### src/rtl/tetris_input_ctrl.sv
// Input command initiator for the tetris engine: buttons, gravity and garbage rows become single-cycle ctrl pulses.
// Optional gravity speed-up from the score is enabled with macro TETRIS_INPUT_LEVEL_EN.

package tetris_pkg;
  typedef enum logic [3:0] {
    NONE, WAIT, INIT, END, BAR, DROP, HOLD, ROTATE, ROTATE_REV, LEFT, RIGHT, DOWN
  } state_type;
endpackage

module tetris_input_ctrl
  import tetris_pkg::*;
#(
  parameter int unsigned DAS_CYCLES     = 10_000_000,
  parameter int unsigned ARR_CYCLES     = 3_000_000,
  parameter int unsigned GRAVITY_CYCLES = 50_000_000,
  parameter int unsigned CNT_W          = 27
) (
  input  logic       clk,
  input  logic       reset,
  input  logic       btn_left,
  input  logic       btn_right,
  input  logic       btn_down,
  input  logic       btn_drop,
  input  logic       btn_rot,
  input  logic       btn_rot_rev,
  input  logic       btn_hold,
  input  state_type  engine_state,
  input  logic       bar_valid,
  input  logic [9:0] bar_data,
  output logic       bar_ready,
  input  logic [15:0] score,
  output state_type  ctrl,
  output logic [9:0] bar_mask
);

  localparam int unsigned NPEND = 8;
  localparam int unsigned NBTN  = 7;
  localparam int unsigned NRPT  = 3;

  typedef enum logic [1:0] {S_IDLE, S_ISSUE, S_BUSY} fsm_t;

  fsm_t                 state_q, state_d;
  state_type            ctrl_d, cmd_c;
  logic [NPEND-1:0]     pend, set_c, sel_c, clr_c;
  logic [NBTN-1:0]      btn_c, btn_q, rise_c;
  logic [9:0]           bar_buf;
  logic                 bar_hs_c, ready_c, issue_c;
  logic [CNT_W-1:0]     rpt_cnt [NRPT];
  logic [NRPT-1:0]      rpt_phase, rpt_tick_c;
  logic [CNT_W-1:0]     grav_cnt, grav_period, period_c;
  logic                 grav_hold_c, grav_tick_c, grav_restart_c;

  // Pending bit order doubles as issue priority: BAR highest, DOWN lowest
  assign btn_c    = {btn_drop, btn_hold, btn_rot, btn_rot_rev, btn_left, btn_right, btn_down};
  assign rise_c   = btn_c & ~btn_q;
  assign ready_c  = engine_state inside {WAIT, INIT, END};
  assign bar_hs_c = bar_valid && bar_ready && (bar_data != 10'd0);

`ifdef TETRIS_INPUT_LEVEL_EN
  logic [2:0] level_c;
  logic       unused_score;
  assign level_c      = score[11] ? 3'd7 : score[10:8];
  assign period_c     = CNT_W'(GRAVITY_CYCLES) >> level_c;
  assign unused_score = ^{score[15:12], score[7:0]};
`else
  logic unused_score;
  assign period_c     = CNT_W'(GRAVITY_CYCLES);
  assign unused_score = ^score;
`endif

  // Auto-repeat ticks for LEFT, RIGHT, DOWN (bits 2..0)
  always_comb begin
    rpt_tick_c = '0;
    for (int i = 0; i < int'(NRPT); i++) begin
      rpt_tick_c[i] = btn_c[i] && (rpt_phase[i] ? (rpt_cnt[i] == CNT_W'(ARR_CYCLES - 1))
                                                : (rpt_cnt[i] == CNT_W'(DAS_CYCLES - 1)));
    end
  end

  assign grav_hold_c    = (engine_state == INIT) || (engine_state == END);
  assign grav_tick_c    = !grav_hold_c && (grav_cnt == grav_period - CNT_W'(1));
  assign grav_restart_c = grav_hold_c || grav_tick_c || (issue_c && sel_c[0]);

  assign set_c = {bar_hs_c, rise_c} | NPEND'(rpt_tick_c) | NPEND'(grav_tick_c);

  // Highest-priority pending command
  always_comb begin
    sel_c = '0;
    cmd_c = NONE;
    if      (pend[7]) begin sel_c[7] = 1'b1; cmd_c = BAR;        end
    else if (pend[6]) begin sel_c[6] = 1'b1; cmd_c = DROP;       end
    else if (pend[5]) begin sel_c[5] = 1'b1; cmd_c = HOLD;       end
    else if (pend[4]) begin sel_c[4] = 1'b1; cmd_c = ROTATE;     end
    else if (pend[3]) begin sel_c[3] = 1'b1; cmd_c = ROTATE_REV; end
    else if (pend[2]) begin sel_c[2] = 1'b1; cmd_c = LEFT;       end
    else if (pend[1]) begin sel_c[1] = 1'b1; cmd_c = RIGHT;      end
    else if (pend[0]) begin sel_c[0] = 1'b1; cmd_c = DOWN;       end
  end

  // Issue FSM next-state and command
  always_comb begin
    state_d = state_q;
    ctrl_d  = NONE;
    clr_c   = '0;
    issue_c = 1'b0;
    case (state_q)
      S_IDLE: begin
        if (ready_c && (pend != '0)) begin
          issue_c = 1'b1;
          clr_c   = sel_c;
          ctrl_d  = cmd_c;
          state_d = S_ISSUE;
        end
      end
      S_ISSUE: state_d = S_BUSY;
      S_BUSY:  if (ready_c) state_d = S_IDLE;
      default: state_d = S_IDLE;
    endcase
  end

  always_ff @(posedge clk or posedge reset) begin
    if (reset) begin
      state_q   <= S_IDLE;
      ctrl      <= NONE;
      bar_mask  <= '0;
      bar_ready <= 1'b1;
      bar_buf   <= '0;
      pend      <= '0;
      btn_q     <= '0;
    end else begin
      state_q <= state_d;
      ctrl    <= ctrl_d;
      btn_q   <= btn_c;
      // Re-set in the issue cycle survives: a new event arrived after the one being served
      pend    <= (pend & ~clr_c) | set_c;
      if (bar_hs_c) begin
        bar_buf   <= bar_data;
        bar_ready <= 1'b0;
      end else if (issue_c && sel_c[7]) begin
        bar_mask  <= bar_buf;
        bar_ready <= 1'b1;
      end
    end
  end

  // DAS/ARR counters: cleared on release, first tick after DAS, then every ARR
  always_ff @(posedge clk or posedge reset) begin
    if (reset) begin
      rpt_phase <= '0;
      for (int i = 0; i < int'(NRPT); i++) rpt_cnt[i] <= '0;
    end else begin
      for (int i = 0; i < int'(NRPT); i++) begin
        if (!btn_c[i]) begin
          rpt_cnt[i]   <= '0;
          rpt_phase[i] <= 1'b0;
        end else if (rpt_tick_c[i]) begin
          rpt_cnt[i]   <= '0;
          rpt_phase[i] <= 1'b1;
        end else begin
          rpt_cnt[i]   <= rpt_cnt[i] + CNT_W'(1);
        end
      end
    end
  end

  // Gravity timer; period is re-sampled whenever the count restarts
  always_ff @(posedge clk or posedge reset) begin
    if (reset) begin
      grav_cnt    <= '0;
      grav_period <= CNT_W'(GRAVITY_CYCLES);
    end else if (grav_restart_c) begin
      grav_cnt    <= '0;
      grav_period <= period_c;
    end else begin
      grav_cnt    <= grav_cnt + CNT_W'(1);
    end
  end

endmodule
### config.mk
export PLATFORM = sky130hd
export DESIGN_NAME = tetris_input_ctrl
export DESIGN_NICKNAME = d
export VERILOG_FILES = /design/src/rtl/tetris_input_ctrl.sv
export SDC_FILE = /design/constraint.sdc
export NUM_CORES = 1
export LEC_CHECK = 0
export CORE_ASPECT_RATIO = 1.4
export CORE_UTILIZATION = 63
export DETAILED_ROUTE_END_ITERATION = 10
export PLACE_DENSITY_LB_ADDON = 0.15
export SETUP_SLACK_MARGIN = 0.02
export SKIP_CTS_REPAIR_TIMING = 1
export SLEW_MARGIN = 10
export SYNTH_ARGS = -nofsm -noshare
export SYNTH_HDL_FRONTEND = slang
export SYNTH_SLANG_ARGS = --single-unit
### constraint.sdc
create_clock -name clk -period 7.3 [get_ports clk]
set_clock_uncertainty 0.15 [all_clocks]
set_input_delay 1.095 -clock clk [delete_from_list [all_inputs] [get_ports clk]]
set_output_delay 1.095 -clock clk [all_outputs]
set_load 0.01 [all_outputs]
==> run summary <==
status - finished, final reports clean
Slowest-stage cell, CP - nor3_2
share of cells above drive strength 1 - 0.103
Worst R2R Start - rpt_cnt[44]
Max-Cap Viols - 0
Startpoint Class - primary input
fmax - 0.322 GHz
P&R area growth vs syn - 14.7%
final setup vio count - 0
Buf+Inv Stages, Crit Path - 2
sequential element share of the synthesized area - 0.507
Worst Setup End Kind - flip-flop
Max-slew headroom - 0.352
RSZ-0062 raised after global routing - false
crit path cell chain - clkdlybuf4s50_1 -> nor2_1 -> o211ai_1 -> buf_4 -> nor3_2 -> mux2_2
slowest stage delay, CP - 0.70 ns
hold_ws - 0.267 ns
async set or reset register ratio after synthesis - 1.00
post-synth top area cell - dfrtp_1
io pins - 55
DRC viols - 0
clk sinks - 153
Vias/cell - 6.49
setup tns final - 0 ns
vias in the first global route - 6031
R2R Setup Slk - 4.64 ns
grt met3 use - 0.0584
Initial Util - 0.656
Cell Area, Synth - 7550 um^2
hold path endpoint - pend[3]
Die ar. - 12400 um^2
CTS root buffer - clkbuf_16
Initial DRT Pass Iterations - 5
initial antenna violation count - 0
DRT antenna net count - 0
worst path arrival time - 3.26 ns
GRT Overall Usage - 0.280
Worst Tran Pin Value - 0.972 ns
CTS Buf Count - 17
PwrDens - 213 nW/um^2
WL/cell - 17.5 um
CP top delay family - simple AND/OR/NAND/NOR gates
Pwr Total - 1.85 mW
grt ovf - 0
busiest grt layer - met2
met1 global-route usage - 0.342
critical path type - primary input to flip-flop
VDD IR max - 0.000154 V
CTS tree - done
leading post-synthesis cells by cell area - dfrtp_1, or4_1, o31ai_1
hold depth - 1
post-DP HPWL - 10.9 mm
Die X - 94.5 um
critical path depth - 6
final hold viol count - 0
flops & latches, synth - 153
Setup crit start - engine_state[3]
Cells after Synth - 735
post-synth top area share - 0.504
fin nets - 820
Port Buf Inserts - 38
Post-synth EDFFs - 0
Final Slew Violations - 0
routing usage on met2 - 0.481
Crit Reg-Reg Endpoint - rpt_cnt[29]
Skew-Pair Late Insertion Delay - 0.43 ns
Die Ht - 132 um
Clock Tree Buf Depth - 2
Leak Pwr - 3.43 nW
first-pass GRT wire length - 27.8 mm
top_reg_cell synth - dfrtp_1
Fillers - 810
violation count after the first detailed-route iteration - 334
crit-path max FO - 10
Core Rows - 46
Mapped Nets - 779
htree depth - 4
clock-pin slew on the worst setup and hold paths - 0.06 ns
Avg Cell Area, Syn - 10.3 um^2
Worst R2R Path Depth - 5
fin crit share - 0.425
CP required - 7.45 ns
final wirelength - 16.3 mm
Netlist cell types - 60
area of the core - 11500 um^2
GPL Wtd Cong - 0.837
Worst Hold Class - flip-flop to flip-flop
Ys Warns - 0
via count - 6052
# diodes - 0
min-delay src - btn_q[3]
crit path time final - 3.10 ns
largest net degree at the start of global routing - 79
## worst reg2reg max path, cell delays in order (launching register included)
cell and delay (ns):
dfrtp_1 0.43, or4b_1 0.54, or4_4 0.52, o41ai_4 0.47, buf_4 0.34, nor2_1 0.10
## routing by layer
layer / share of wire / up-vias / routed length [um]
met3: 0.040 / 30 / 653
met5: 0 / - / 0
met1: 0.41 / 3033 / 6640
li1: - / 2859 / -
met2: 0.53 / 130 / 8700
met4: 0.019 / 0 / 313
## cell usage after synthesis, drive strengths merged, types with 5 or more instances
library cell,number
and3,10
o21a,6
o31ai,32
nor4bb,9
xor2,21
inv,27
nand3,40
or3,29
nand4,25
nor2,52
clkbuf,15
o41ai,5
mux2i,7
o21ai,25
dfrtp,152
or4,37
a21oi,43
mux2,20
nor4,19
nor3,24
buf,9
and4,8
nand2,41
xnor2,25
a211oi,14
and4b,5
## layout by cell type, fill, tap and decap left out, types with 25 or more instances in the layout
cell type and count:
dfrtp_1 152, nor2_1 52, a21oi_1 43, nand2_1 41
nand3_1 40, clkdlybuf4s50_1 38, or4_1 35, o31ai_1 31
or3_1 28, inv_1 26, o21ai_0 25, xnor2_1 25
## flip-flops by register name, summed over array words and instances, names as in the netlist
name       flops
bar_buf       10
pend           8
grav_cnt      27
bar_ready      1
btn_q          7
state_q        2
rpt_phase      3
rpt_cnt       81
bar_mask      10
ctrl           4
## kinds of logic (layout without fill, tap and decap cells)
logic type | Yosys count | in the layout | synth area share
multiplexers | 27 | 27 | 0.0391
buffers and inverters | 51 | 105 | 0.0283
adder cells (fa/ha/maj) | 4 | 4 | 0.00663
AND/OR/NAND/NOR | 316 | 316 | 0.243
XOR/XNOR | 46 | 46 | 0.0534
AO/OA/AOI/OAI | 138 | 138 | 0.122
flip-flops | 153 | 153 | 0.507
## power by group
group / internal, mW / leakage (nW) / switching (mW) / total, mW
combinational: 0.0413 / 1.09 / 0.0560 / 0.0972
clock: 0.459 / 0.279 / 0.386 / 0.845
sequential: 0.873 / 2.07 / 0.0300 / 0.903
## metrics by stage
stage	cell area, um^2	util	setup slack [ns]	instances
2_1_floorplan	7550	-	1.94	735
3_3_place_gp	8100	0.703	3.93	901
6_report	8660	0.753	4.20	933
3_5_place_dp	8100	0.703	3.83	901
4_1_cts	8660	0.753	4.24	933
5_1_grt	8660	0.753	4.06	933
## worst max-delay path by stage
stage / to / slack (ns)
3_3_place_gp: bar_mask[2] / 3.93
2_1_floorplan: bar_buf[0] / 1.94
3_5_place_dp: bar_mask[2] / 3.83
4_1_cts: bar_mask[5] / 4.24
6_report: bar_mask[5] / 4.20
5_1_grt: bar_mask[5] / 4.06
## final cells by class
type | instances | area, um^2 | share of cell area
inverter | 27 | 106 | 0.0123
timing repair buffer | 46 | 440 | 0.0508
clock inverter | 14 | 129 | 0.0149
multi-input combinational | 531 | 3540 | 0.408
tap | 144 | 180 | 0.0208
clock buffer | 18 | 439 | 0.0507
sequential | 153 | 3830 | 0.442
No activity file was read; power rests on OpenSTA's default activity.
